**config.mk**
```make
export PLATFORM = sky130hd
export DESIGN_NAME = fetch_unit_flat
export DESIGN_NICKNAME = d
export VERILOG_FILES = /design/src/rtl/fetch_unit_pkg.sv /design/src/rtl/fetch_unit_if.sv /design/src/rtl/fetch_unit_fifo.sv /design/src/rtl/fetch_unit.sv /design/src/flat_wrapper.sv
export SDC_FILE = /design/constraint.sdc
export NUM_CORES = 1
export LEC_CHECK = 0
export CORE_ASPECT_RATIO = 1.75
export CORE_MARGIN = 2
export CORE_UTILIZATION = 45
export DETAILED_ROUTE_END_ITERATION = 6
export PLACE_DENSITY = 0.79
export SLEW_MARGIN = 25
export SYNTH_ARGS = -nofsm -noshare
export SYNTH_HDL_FRONTEND = slang
export SYNTH_HIERARCHICAL = 1
export SYNTH_SLANG_ARGS = --single-unit
```
**constraint.sdc**
```tcl
create_clock -name clk -period 5.15 [get_ports clk]
set_input_delay 1.03 -clock clk [delete_from_list [all_inputs] [get_ports clk]]
set_output_delay 1.03 -clock clk [all_outputs]
set_load 0.005 [all_outputs]
```
**src/rtl/fetch_unit_pkg.sv**
```systemverilog
// Shared definitions for the instruction fetch stage: constants, the fetch
// FSM encoding and the {instr, pc} packet handed to the decoder.
package fetch_unit_pkg;

  localparam logic [31:0] NOP_INSTR        = 32'h0000_0013;
  localparam logic [31:0] DEFAULT_RESET_PC = 32'h0000_0000;
  localparam int          FETCH_PKT_W      = 64;

  typedef enum logic {
    RST_HOLD = 1'b0,
    RUN      = 1'b1
  } fetch_state_t;

  typedef struct packed {
    logic [31:0] instr;
    logic [31:0] pc;
  } fetch_pkt_t;

  // Force a fetch address onto a word boundary.
  function automatic logic [31:0] align_pc(input logic [31:0] pc);
    return pc & ~32'h0000_0003;
  endfunction

endpackage

```
**src/rtl/fetch_unit_if.sv**
```systemverilog
// Bus bundle of the fetch stage: instruction-memory request/response,
// redirect input and the decoder-facing instruction stream.
//
// Handshake rules: a transfer happens on a rising clock edge where both
// valid and ready are high. A request valid may be withdrawn before it is
// accepted; the memory samples imem_req_addr only on valid&ready. Memory
// responses have no ready: imem_rsp_valid returns one word per cycle, in
// request order, at least one cycle after acceptance. Redirect is a
// single-cycle pulse sampled at the clock edge.
interface fetch_unit_if;
  logic        imem_req_valid;
  logic        imem_req_ready;
  logic [31:0] imem_req_addr;
  logic        imem_rsp_valid;
  logic [31:0] imem_rsp_data;
  logic        redirect_valid;
  logic [31:0] redirect_pc;
  logic        instr_valid;
  logic        instr_ready;
  logic [31:0] instr_out;
  logic [31:0] pc_out;

  modport master (
    output imem_req_valid, imem_req_addr, instr_valid, instr_out, pc_out,
    input  imem_req_ready, imem_rsp_valid, imem_rsp_data,
           redirect_valid, redirect_pc, instr_ready
  );

  modport slave (
    input  imem_req_valid, imem_req_addr, instr_valid, instr_out, pc_out,
    output imem_req_ready, imem_rsp_valid, imem_rsp_data,
           redirect_valid, redirect_pc, instr_ready
  );
endinterface

```
**src/rtl/fetch_unit_fifo.sv**
```systemverilog
// fetch_fifo: small synchronous FIFO with push, pop, flush and occupancy.
// DEPTH must be a power of two (>= 2). A pop on an empty FIFO is ignored;
// a push on a full FIFO is accepted only when a pop frees a slot in the same
// cycle. Flush empties the FIFO and overrides push/pop.
module fetch_fifo #(
  parameter int W     = 32,
  parameter int DEPTH = 2
) (
  input  logic                   i_clk,
  input  logic                   i_rst_n,
  input  logic                   i_push,
  input  logic [W-1:0]           i_data,
  input  logic                   i_pop,
  input  logic                   i_flush,
  output logic [W-1:0]           o_data,
  output logic [$clog2(DEPTH):0] o_count
);
  localparam int AW = $clog2(DEPTH);

  logic [W-1:0]  r_mem [DEPTH];
  logic [AW-1:0] r_wr_ptr;
  logic [AW-1:0] r_rd_ptr;
  logic [AW:0]   r_count;
  logic          w_empty;
  logic          w_full;
  logic          w_do_push;
  logic          w_do_pop;

  assign w_empty   = (r_count == '0);
  assign w_full    = (r_count == (AW+1)'(DEPTH));
  assign w_do_pop  = i_pop && !w_empty;
  assign w_do_push = i_push && (!w_full || w_do_pop);

  assign o_data  = r_mem[r_rd_ptr];
  assign o_count = r_count;

  // Storage write; contents need no reset because count gates visibility.
  always_ff @(posedge i_clk) begin
    if (w_do_push && !i_flush) begin
      r_mem[r_wr_ptr] <= i_data;
    end
  end

  // Pointer and occupancy bookkeeping.
  always_ff @(posedge i_clk or negedge i_rst_n) begin
    if (!i_rst_n) begin
      r_wr_ptr <= '0;
      r_rd_ptr <= '0;
      r_count  <= '0;
    end else if (i_flush) begin
      r_wr_ptr <= '0;
      r_rd_ptr <= '0;
      r_count  <= '0;
    end else begin
      if (w_do_push) r_wr_ptr <= r_wr_ptr + AW'(1);
      if (w_do_pop)  r_rd_ptr <= r_rd_ptr + AW'(1);
      r_count <= r_count + (AW+1)'(w_do_push) - (AW+1)'(w_do_pop);
    end
  end

endmodule

```
**src/rtl/fetch_unit.sv**
```systemverilog
// fetch_unit: instruction fetch stage. Keeps the PC, issues word requests to
// instruction memory under a credit limit of FIFO_DEPTH, buffers returned
// words with their PCs and streams {instr, pc} to decode. Redirects flush the
// buffer and mark in-flight requests for discard.
// Optional build macro: FETCH_PERF_EN adds perf_fetch_cnt / perf_stall_cnt.
module fetch_unit
  import fetch_unit_pkg::*;
#(
  parameter logic [31:0] RESET_PC   = DEFAULT_RESET_PC,
  parameter int          FIFO_DEPTH = 2
) (
  input  logic          clk,
  input  logic          rst_n,
  fetch_unit_if.master  bus,
  output fetch_state_t  dbg_state
`ifdef FETCH_PERF_EN
  ,
  output logic [31:0]   perf_fetch_cnt,
  output logic [31:0]   perf_stall_cnt
`endif
);
  localparam int CW = $clog2(FIFO_DEPTH) + 1;
  localparam logic [CW:0] DEPTH_L = (CW+1)'(FIFO_DEPTH);

  logic         r_sync1;
  logic         r_sync2;
  logic         w_rst_n;

  fetch_state_t r_state;
  logic [31:0]  r_pc;
  logic [CW-1:0] r_outstanding;
  logic [CW-1:0] r_discard;
  logic [31:0]  r_pc_last;

  logic         w_accept;
  logic         w_rsp;
  logic         w_keep;
  logic         w_pop;
  logic         w_flush;
  logic         w_ifq_empty;
  logic         w_ifq_full;
  logic         w_ifq_push;
  logic [CW-1:0] w_ifq_count;
  logic [CW-1:0] w_sq_count;
  logic [31:0]  w_sq_head;
  logic [CW-1:0] w_out_next;
  logic [CW:0]  w_occupancy;
  fetch_pkt_t   w_ifq_in;
  fetch_pkt_t   w_head;

  // Reset synchronizer: assert immediately, release two edges later.
  always_ff @(posedge clk or negedge rst_n) begin
    if (!rst_n) begin
      r_sync1 <= 1'b0;
      r_sync2 <= 1'b0;
    end else begin
      r_sync1 <= 1'b1;
      r_sync2 <= r_sync1;
    end
  end
  assign w_rst_n = r_sync2;

  assign w_flush     = bus.redirect_valid;
  assign w_rsp       = bus.imem_rsp_valid;
  assign w_ifq_empty = (w_ifq_count == '0);
  assign w_ifq_full  = (w_ifq_count == CW'(FIFO_DEPTH));
  assign w_pop       = !w_ifq_empty && bus.instr_ready;

  // Credit counts the buffer slot freed by this cycle's pop so a depth-2
  // buffer with 1-cycle memory can sustain one instruction per cycle; the
  // invariant outstanding + buffered <= FIFO_DEPTH still holds after the edge.
  assign w_occupancy = {1'b0, r_outstanding} + {1'b0, w_ifq_count}
                     - {{CW{1'b0}}, w_pop};

  assign bus.imem_req_valid = (r_state == RUN) && !bus.redirect_valid
                            && (w_occupancy < DEPTH_L);
  assign bus.imem_req_addr  = r_pc;
  assign w_accept           = bus.imem_req_valid && bus.imem_req_ready;

  // A response is kept only when nothing is pending discard, no redirect is
  // squashing this cycle, and an accepted address is on record for it.
  assign w_keep     = w_rsp && (r_discard == '0) && !w_flush && (w_sq_count != '0);
  assign w_ifq_push = w_keep;
  assign w_ifq_in   = '{instr: bus.imem_rsp_data, pc: w_sq_head};

  assign w_out_next = r_outstanding + CW'(w_accept) - CW'(w_rsp);

  // Shadow queue of accepted fetch addresses, popped by kept responses.
  fetch_fifo #(
    .W     (32),
    .DEPTH (FIFO_DEPTH)
  ) u_pc_queue (
    .i_clk   (clk),
    .i_rst_n (w_rst_n),
    .i_push  (w_accept),
    .i_data  (r_pc),
    .i_pop   (w_keep),
    .i_flush (w_flush),
    .o_data  (w_sq_head),
    .o_count (w_sq_count)
  );

  // Instruction buffer feeding the decoder.
  fetch_fifo #(
    .W     (FETCH_PKT_W),
    .DEPTH (FIFO_DEPTH)
  ) u_instr_fifo (
    .i_clk   (clk),
    .i_rst_n (w_rst_n),
    .i_push  (w_ifq_push),
    .i_data  (w_ifq_in),
    .i_pop   (w_pop),
    .i_flush (w_flush),
    .o_data  (w_head),
    .o_count (w_ifq_count)
  );

  // Fetch FSM with PC, outstanding-request and discard counters.
  always_ff @(posedge clk or negedge w_rst_n) begin
    if (!w_rst_n) begin
      r_state       <= RST_HOLD;
      r_pc          <= RESET_PC;
      r_outstanding <= '0;
      r_discard     <= '0;
    end else begin
      r_outstanding <= w_out_next;
      case (r_state)
        RST_HOLD: begin
          r_state <= RUN;
          if (bus.redirect_valid) r_pc <= align_pc(bus.redirect_pc);
        end
        RUN: begin
          if (bus.redirect_valid) begin
            r_pc      <= align_pc(bus.redirect_pc);
            r_discard <= w_out_next;
          end else begin
            if (w_accept) r_pc <= r_pc + 32'd4;
            if (w_rsp && (r_discard != '0)) r_discard <= r_discard - CW'(1);
          end
        end
        default: r_state <= RST_HOLD;
      endcase
    end
  end

  // Remember the last presented PC so pc_out holds while the buffer is empty.
  always_ff @(posedge clk or negedge w_rst_n) begin
    if (!w_rst_n) begin
      r_pc_last <= 32'h0;
    end else if (!w_ifq_empty) begin
      r_pc_last <= w_head.pc;
    end
  end

  assign bus.instr_valid = !w_ifq_empty;
  assign bus.instr_out   = w_ifq_empty ? NOP_INSTR : w_head.instr;
  assign bus.pc_out      = w_ifq_empty ? r_pc_last : w_head.pc;
  assign dbg_state       = r_state;

`ifdef FETCH_PERF_EN
  logic [31:0] r_perf_fetch;
  logic [31:0] r_perf_stall;

  // Delivered-instruction and decoder-starvation counters.
  always_ff @(posedge clk or negedge w_rst_n) begin
    if (!w_rst_n) begin
      r_perf_fetch <= 32'h0;
      r_perf_stall <= 32'h0;
    end else begin
      if (w_pop) r_perf_fetch <= r_perf_fetch + 32'd1;
      if ((r_state == RUN) && bus.instr_ready && w_ifq_empty)
        r_perf_stall <= r_perf_stall + 32'd1;
    end
  end

  assign perf_fetch_cnt = r_perf_fetch;
  assign perf_stall_cnt = r_perf_stall;
`endif

endmodule

```
**src/flat_wrapper.sv**
```systemverilog
// flat-port wrapper written by rule: the top's interface ports become plain ports
module fetch_unit_flat import fetch_unit_pkg::*;
#(
  parameter logic [31:0] RESET_PC   = DEFAULT_RESET_PC,
  parameter int          FIFO_DEPTH = 2
)
  (clk, rst_n, dbg_state, bus_imem_req_valid, bus_imem_req_addr, bus_instr_valid, bus_instr_out, bus_pc_out, bus_imem_req_ready, bus_imem_rsp_valid, bus_imem_rsp_data, bus_redirect_valid, bus_redirect_pc, bus_instr_ready);
  fetch_unit_if bus_i ();
  input  logic clk;
  input  logic rst_n;
  output fetch_state_t dbg_state;
  output wire logic [$bits(bus_i.imem_req_valid)-1:0] bus_imem_req_valid;
  output wire logic [$bits(bus_i.imem_req_addr)-1:0] bus_imem_req_addr;
  output wire logic [$bits(bus_i.instr_valid)-1:0] bus_instr_valid;
  output wire logic [$bits(bus_i.instr_out)-1:0] bus_instr_out;
  output wire logic [$bits(bus_i.pc_out)-1:0] bus_pc_out;
  input wire logic [$bits(bus_i.imem_req_ready)-1:0] bus_imem_req_ready;
  input wire logic [$bits(bus_i.imem_rsp_valid)-1:0] bus_imem_rsp_valid;
  input wire logic [$bits(bus_i.imem_rsp_data)-1:0] bus_imem_rsp_data;
  input wire logic [$bits(bus_i.redirect_valid)-1:0] bus_redirect_valid;
  input wire logic [$bits(bus_i.redirect_pc)-1:0] bus_redirect_pc;
  input wire logic [$bits(bus_i.instr_ready)-1:0] bus_instr_ready;
  assign bus_imem_req_valid = bus_i.imem_req_valid;
  assign bus_imem_req_addr = bus_i.imem_req_addr;
  assign bus_instr_valid = bus_i.instr_valid;
  assign bus_instr_out = bus_i.instr_out;
  assign bus_pc_out = bus_i.pc_out;
  assign bus_i.imem_req_ready = bus_imem_req_ready;
  assign bus_i.imem_rsp_valid = bus_imem_rsp_valid;
  assign bus_i.imem_rsp_data = bus_imem_rsp_data;
  assign bus_i.redirect_valid = bus_redirect_valid;
  assign bus_i.redirect_pc = bus_redirect_pc;
  assign bus_i.instr_ready = bus_instr_ready;
  fetch_unit #(.RESET_PC(RESET_PC), .FIFO_DEPTH(FIFO_DEPTH)) u_core (.clk(clk), .rst_n(rst_n), .bus(bus_i), .dbg_state(dbg_state));
endmodule
```
== Word-level counts from Yosys, hierarchy flattened ==
Memories as Yosys holds them, arrays and structs flattened.
Cells that the tools add are included.

* Bits in registers: 79
* Bits in writable memories: 192
* Input bits: 70
* Output and inout bits: 99
* Logic and storage cells: 90
* Memories kept: 2

{| class="wikitable"
|+ Memories
! memory !! depth !! bits a word !! rd ports !! clocked after Yosys merged registers in !! write ports !! RTL line !! RTL
|-
| u_core.u_instr_fifo.r_mem || 2 || 64 || 1 || 0 || 1 || fetch_unit_fifo.sv:20 || <nowiki>logic [W-1:0] r_mem [DEPTH];</nowiki>
|-
| u_core.u_pc_queue.r_mem || 2 || 32 || 1 || 0 || 1 || fetch_unit_fifo.sv:20 ||
|}

* Add/subtract/negate cells: 14
* $lt $le $gt $ge: 1
* Equal/unequal tests: 4
* Muxes and demuxes: 22
* Bitwise operators: 1
* Reductions and logical operators: 33

{| class="wikitable"
|+ Operators by type and width
! kind !! count
|-
| $mux 32 || 5
|-
| $pmux 32 s2 || 1
|-
| $add 32x3->32 const B || 1
|-
| $logic_and 1x1->1 || 14
|-
| $reduce_bool 2->1 || 7
|-
| $mux 1 || 12
|-
| $mux 2 || 4
|-
| $add 2x1->2 || 3
|-
| $logic_not 2->1 || 3
|-
| $sub 2x1->2 || 3
|-
| $logic_not 1->1 || 5
|-
| $add 1x1->1 const B || 4
|-
| $eq 2x2->1 const B || 2
|-
| $reduce_and 2->1 || 2
|-
| $add 2x2->3 || 1
|-
| $lt 3x2->1 const B || 1
|-
| $ne 3x3->1 const B || 1
|-
| $sub 3x1->3 || 1
|-
| $logic_or 1x1->1 || 2
|-
| $ne 2x2->1 const B || 1
|-
| $sub 2x1->2 const B || 1
|-
| $not 1->1 || 1
|}

== Logic depth before layout (Yosys ltp) ==
* Depth after elaboration: 11
* Mapped depth: 16

== By module ==
The synthesis kept the hierarchy.

{| class="wikitable"
|+ Modules (own cells, without submodules)
! module !! instances !! cells an instance !! area each (µm²) !! seq. area each (µm²)
|-
| fetch_fifo at u_core.u_instr_fifo || 1 || 220 || 4870.9 || 3943.8
|-
| fetch_unit || 1 || 381 || 3786.1 || 1726.7
|-
| fetch_fifo at u_core.u_pc_queue || 1 || 121 || 2541.2 || 2021.9
|}

== Worst setup path after synthesis ==
Ideal clock, no wire load.

* Path kind: input-to-reg
* Start point: input bus_redirect_valid
* End point: memory u_core/u_instr_fifo/r_mem[1][0] (netlist name) (enable)
* Library setup time: 0.578 ns
* Arrival: 6.630 ns
* Data required time: 4.572 ns
* Setup slack: -2.058 ns
* Cell stages on the path: 5
* Path buffers: 2
* Path through: clkbuf_1 > clkbuf_1 > nor2_1 > o31ai_4 > nor3b_1

* Word-level cells in the longest chain between the ends: 7

{| class="wikitable"
|+ Ends and longest elaborated chain
! element !! RTL line !! RTL
|-
| from (decl) || flat_wrapper.sv:20 || <nowiki>input wire logic [$bits(bus_i.redirect_valid)-1:0] bus_redirect_valid;</nowiki>
|-
| $logic_not 1->1 || fetch_unit.sv:82 || <nowiki>assign w_keep = w_rsp && (r_discard == '0) && !w_flush && (w_sq_count != '0);</nowiki>
|-
| $logic_and 1x1->1 (2 in series) || fetch_unit.sv:82 ||
|-
| via u_core.w_ifq_push || fetch_unit.sv:42 || <nowiki>logic w_ifq_push;</nowiki>
|-
| $logic_and 1x1->1 || fetch_unit_fifo.sv:32 || <nowiki>assign w_do_push = i_push && (!w_full || w_do_pop);</nowiki>
|-
| $logic_and 1x1->1 || fetch_unit_fifo.sv:39 || <nowiki>if (w_do_push && !i_flush) begin</nowiki>
|-
| $mux 1 || fetch_unit_fifo.sv:39 ||
|-
| $mux 1 (implied by the code) || fetch_unit_fifo.sv:40 || <nowiki>r_mem[r_wr_ptr] <= i_data;</nowiki>
|-
| to (decl) || fetch_unit_fifo.sv:20 ||
|}

The timed path passes the listed nets, and every way through them passes these cells.

== Worst setup path in the final report ==
* Start point: input bus_instr_ready
* End point: output bus_imem_req_valid

* Word-level cells in the longest chain between the ends: 4

{| class="wikitable"
|+ Ends and longest elaborated chain
! element !! RTL line !! RTL
|-
| from (decl) || flat_wrapper.sv:22 || <nowiki>input wire logic [$bits(bus_i.instr_ready)-1:0] bus_instr_ready;</nowiki>
|-
| $logic_and 1x1->1 || fetch_unit.sv:67 || <nowiki>assign w_pop = !w_ifq_empty && bus.instr_ready;</nowiki>
|-
| via u_core.w_pop || fetch_unit.sv:38 || <nowiki>logic w_pop;</nowiki>
|-
| $sub 3x1->3 || fetch_unit.sv:73 || <nowiki>- {{CW{1'b0}}, w_pop};</nowiki>
|-
| $lt 3x2->1 || fetch_unit.sv:76 || <nowiki>&& (w_occupancy < DEPTH_L);</nowiki>
|-
| $logic_and 1x1->1 || fetch_unit.sv:76 ||
|-
| to (decl) || flat_wrapper.sv:12 || <nowiki>output wire logic [$bits(bus_i.imem_req_valid)-1:0] bus_imem_req_valid;</nowiki>
|}

The timed path passes the listed nets, and every way through them passes these cells.

==> reports/qor.json <==
{
  "rsz_0062_raised_after_global_routing": "no",
  "design.final.nets": 977,
  "hp-class": "reg -> async",
  "syn-cell-area_mm2": 0.01120,
  "post-route-util_pct": 57.29,
  "die-area_mm2": 0.02621,
  "rr_worst_depth": 14,
  "synth.lib_cells_used.distinct": 63,
  "ant_nets": 0,
  "max_cap_viol_count": 0,
  "cts.clk_slew.worst_paths_ns": 0.07,
  "portBuffers": 164,
  "detailroute.via_count": 6645,
  "synthFlopType": "edfxtp_1",
  "standard_cell_row_count": 76,
  "synthCells": 722,
  "gpl.final_weighted_congestion": 0.8804,
  "drive_gt1_share_pct": 17.18,
  "count_of_flip_flops_with_a_built_in_enable_after_synthesis": 192,
  "numClockSinks": 269,
  "setup-tns-final_ns": 0,
  "clock_insertion_delay_worst_skew_ns": 0.51,
  "report.final.slew_viol_count": 0,
  "fin_worst_skew_ns": 0.01123,
  "cts-buffers-inserted": 24,
  "detailedRoute.firstPassIterationCount": 5,
  "grt_antenna_before_repair": 0,
  "tightest_slew_margin_relative_to_the_limit_pct": 35.86,
  "complex_gate_fraction_of_the_synthesized_area_pct": 6.101,
  "postCtsResizedCells": 0,
  "wirelength_um": 23390,
  "timing.setup.critical_path_class": "in -> out",
  "synth_area_in_adders_pct": 1.296,
  "hpwlAfterDp_um": 15760,
  "ys_ff_latch": 269,
  "post_cts.repair.setup_buffers": 0,
  "grtUsageTotal_pct": 17.78,
  "design.portCount": 169,
  "setup_viol": 0,
  "setup.reg_to_reg.worst_slack_ns": 1.61,
  "first_global_vias": 6849,
  "depth_of_the_cts_h_tree": 1,
  "diodes": 0,
  "endpoint_of_the_worst_slack_reg_to_reg_timing_path": "u_core/r_discard[1]",
  "finalCritPeriodShare_pct": 92.87,
  "async_flop_share_pct": 28.62,
  "layout-area-overhead-vs-synth_pct": 25.51,
  "setup.worst_path.start_class": "input port",
  "die_h_um": 212.7,
  "cts_hold_buf": 0,
  "outcome": "completed",
  "initial_utilization_pct": 45.64,
  "globalRoute.totalOverflow": 0,
  "yosys.area_share.simple_pct": 7.609,
  "crit_path_start": "bus_instr_ready",
  "viasPerCell": 5.420,
  "cp.required_ns": 4.12,
  "synthXorXnorAreaFrac_pct": 0.7821,
  "end_kind": "output port",
  "place_area_mm2": 0.01326,
  "grt_max_degree": 66,
  "synth-seq-area-share_pct": 68.69,
  "grt_pass1_wl_um": 36270,
  "tritoncts": "yes",
  "post-route-drc-count": 0,
  "synth_warnings": 6,
  "ir_worst_vdd_uv": 245.8,
  "final_design_area_no_fill_mm2": 0.01405,
  "clock_path_buffers": 3,
  "fin_worst_hold_slack_ns": 0.2712,
  "cts.root.buffer_cell": "clkbuf_16",
  "mean_post_synth_cell_area_um2": 15.51,
  "fmax_ghz": 0.2091,
  "timing_hold_violations_final": 0,
  "mostFrequentLayoutCells": "edfxtp_1, clkdlybuf4s50_1, dfrtp_1",
  "core_area_mm2": 0.02453,
  "worst-path-max-fanout": 6,
  "worstReg2RegStart": "u_core/u_instr_fifo/o_count[0]",
  "routed_len_inst_um": 19.08,
  "final_period_minus_worst_setup_slack_ns": 4.783,
  "fp.dieW_um": 123.2,
  "mostFrequentLayoutCell": "edfxtp_1",
  "power_leakage_uw": 0.005012,
  "cellPowerDensity_mw_per_mm2": 362.4,
  "timing_worst_slew_pin_value_ns": 0.9621,
  "dominant_combinational_cell_family_by_area_after_synthesis": "multiplexers",
  "synth.area.mux_share_pct": 13.14,
  "drtIter0Drc": 468,
  "cp.arrival_ns": 3.75
}
per-stage QoR:
stage | setup slack (ns) | cells | power (uW)
6_report | 0.3673 | 1226 | 5093
5_1_grt | 0.2135 | 1226 | 5287
4_1_cts | 0.3377 | 1226 | 5139
3_5_place_dp | 0.3753 | 1182 | 3330
3_3_place_gp | 0.4445 | 1181 | 3302
2_1_floorplan | 0.2155 | 728 | 2925
state kept, by name, summed over array words and instances (netlist names):
signal and count:
u_core/u_instr_fifo/r_mem 128, u_core/r_sync2 1, u_core/r_discard 2, u_core/u_pc_queue/r_mem 64
u_core/u_instr_fifo/o_count 2, u_core/bus.imem_req_addr 30, u_core/u_pc_queue/r_rd_ptr 1, u_core/u_instr_fifo/r_rd_ptr 1
u_core/r_outstanding 2, u_core/u_pc_queue/o_count 2, u_core/u_instr_fifo/r_wr_ptr 1, u_core/r_sync1 1
u_core/u_pc_queue/r_wr_ptr 1, u_core/r_pc_last 32, u_core/dbg_state 1
layout make-up:
cell class | count | area, um2
clock inverters | 13 | 150.1
well taps | 312 | 390.4
inverters | 17 | 63.81
flip-flops and latches | 269 | 7700
fillers | 1974 | 10480
clock buffers | 31 | 648.1
repair buffers | 179 | 1774
multi-input cells | 405 | 3328
cell usage after synthesis, drive strengths merged, types with 4 or more instances:
library cell | count | area share [%]
inv | 17 | 0.57
a21oi | 27 | 1.2
nor3 | 8 | 0.45
nor2b | 36 | 2.0
ha | 10 | 1.1
or3 | 5 | 0.28
nand2 | 25 | 0.84
or2 | 5 | 0.28
mux2 | 130 | 13
dfrtp | 77 | 17
a311oi | 6 | 0.53
o22ai | 12 | 0.67
and4 | 4 | 0.31
a211oi | 4 | 0.27
xnor2 | 8 | 0.63
nand3 | 11 | 0.54
o21ai | 21 | 0.94
edfxtp | 192 | 51
nor2 | 21 | 0.70
clkbuf | 17 | 0.57
and3 | 4 | 0.22
nand4 | 10 | 0.61
buf | 20 | 1.2
nor4 | 8 | 0.69
critical path, stage by stage:
cell and delay [ns]:
clkdlybuf4s50_1 0.50, nor2b_1 0.35, ha_1 0.30, nand2b_1 0.15
fa_1 0.38, xnor2_1 0.44, nor2_1 0.13, clkdlybuf4s50_1 0.48
worst max path at each step:
stage                                       to  slack, ns  depth (start not counted)
2_1_floorplan  u_core/u_instr_fifo/r_mem[1][0]       0.22                          5
3_3_place_gp                bus_imem_req_valid       0.44                          8
3_5_place_dp                bus_imem_req_valid       0.38                          8
4_1_cts                     bus_imem_req_valid       0.34                          8
5_1_grt                     bus_imem_req_valid       0.21                          8
6_report                    bus_imem_req_valid       0.37                          8
where the power goes:
part           leakage, uW  switching (uW)  internal (uW)
Clock             0.000384             759           1050
Combinational      0.00193             304            368
Sequential         0.00270             148           2470
Total              0.00501            1210           3880
cells by family after synthesis:
| kind of cell | Yosys count |
|---|---|
| other | 2 |
| adder cells (fa/ha/maj) | 11 |
| AO/OA/AOI/OAI | 100 |
| flip-flops | 269 |
| buffers and inverters | 54 |
| multiplexers | 130 |
| XOR/XNOR | 10 |
| AND/OR/NAND/NOR | 146 |
metal layers:
metal	up-vias	global-route usage, %	wire length [um]
met4	0	8.033	859
met2	223	32.61	12600
met1	3304	20.22	8775
li1	3069	-	-
met3	49	2.297	1158
met5	-	0	0
Note: power is estimated with default switching activity, not from simulation.
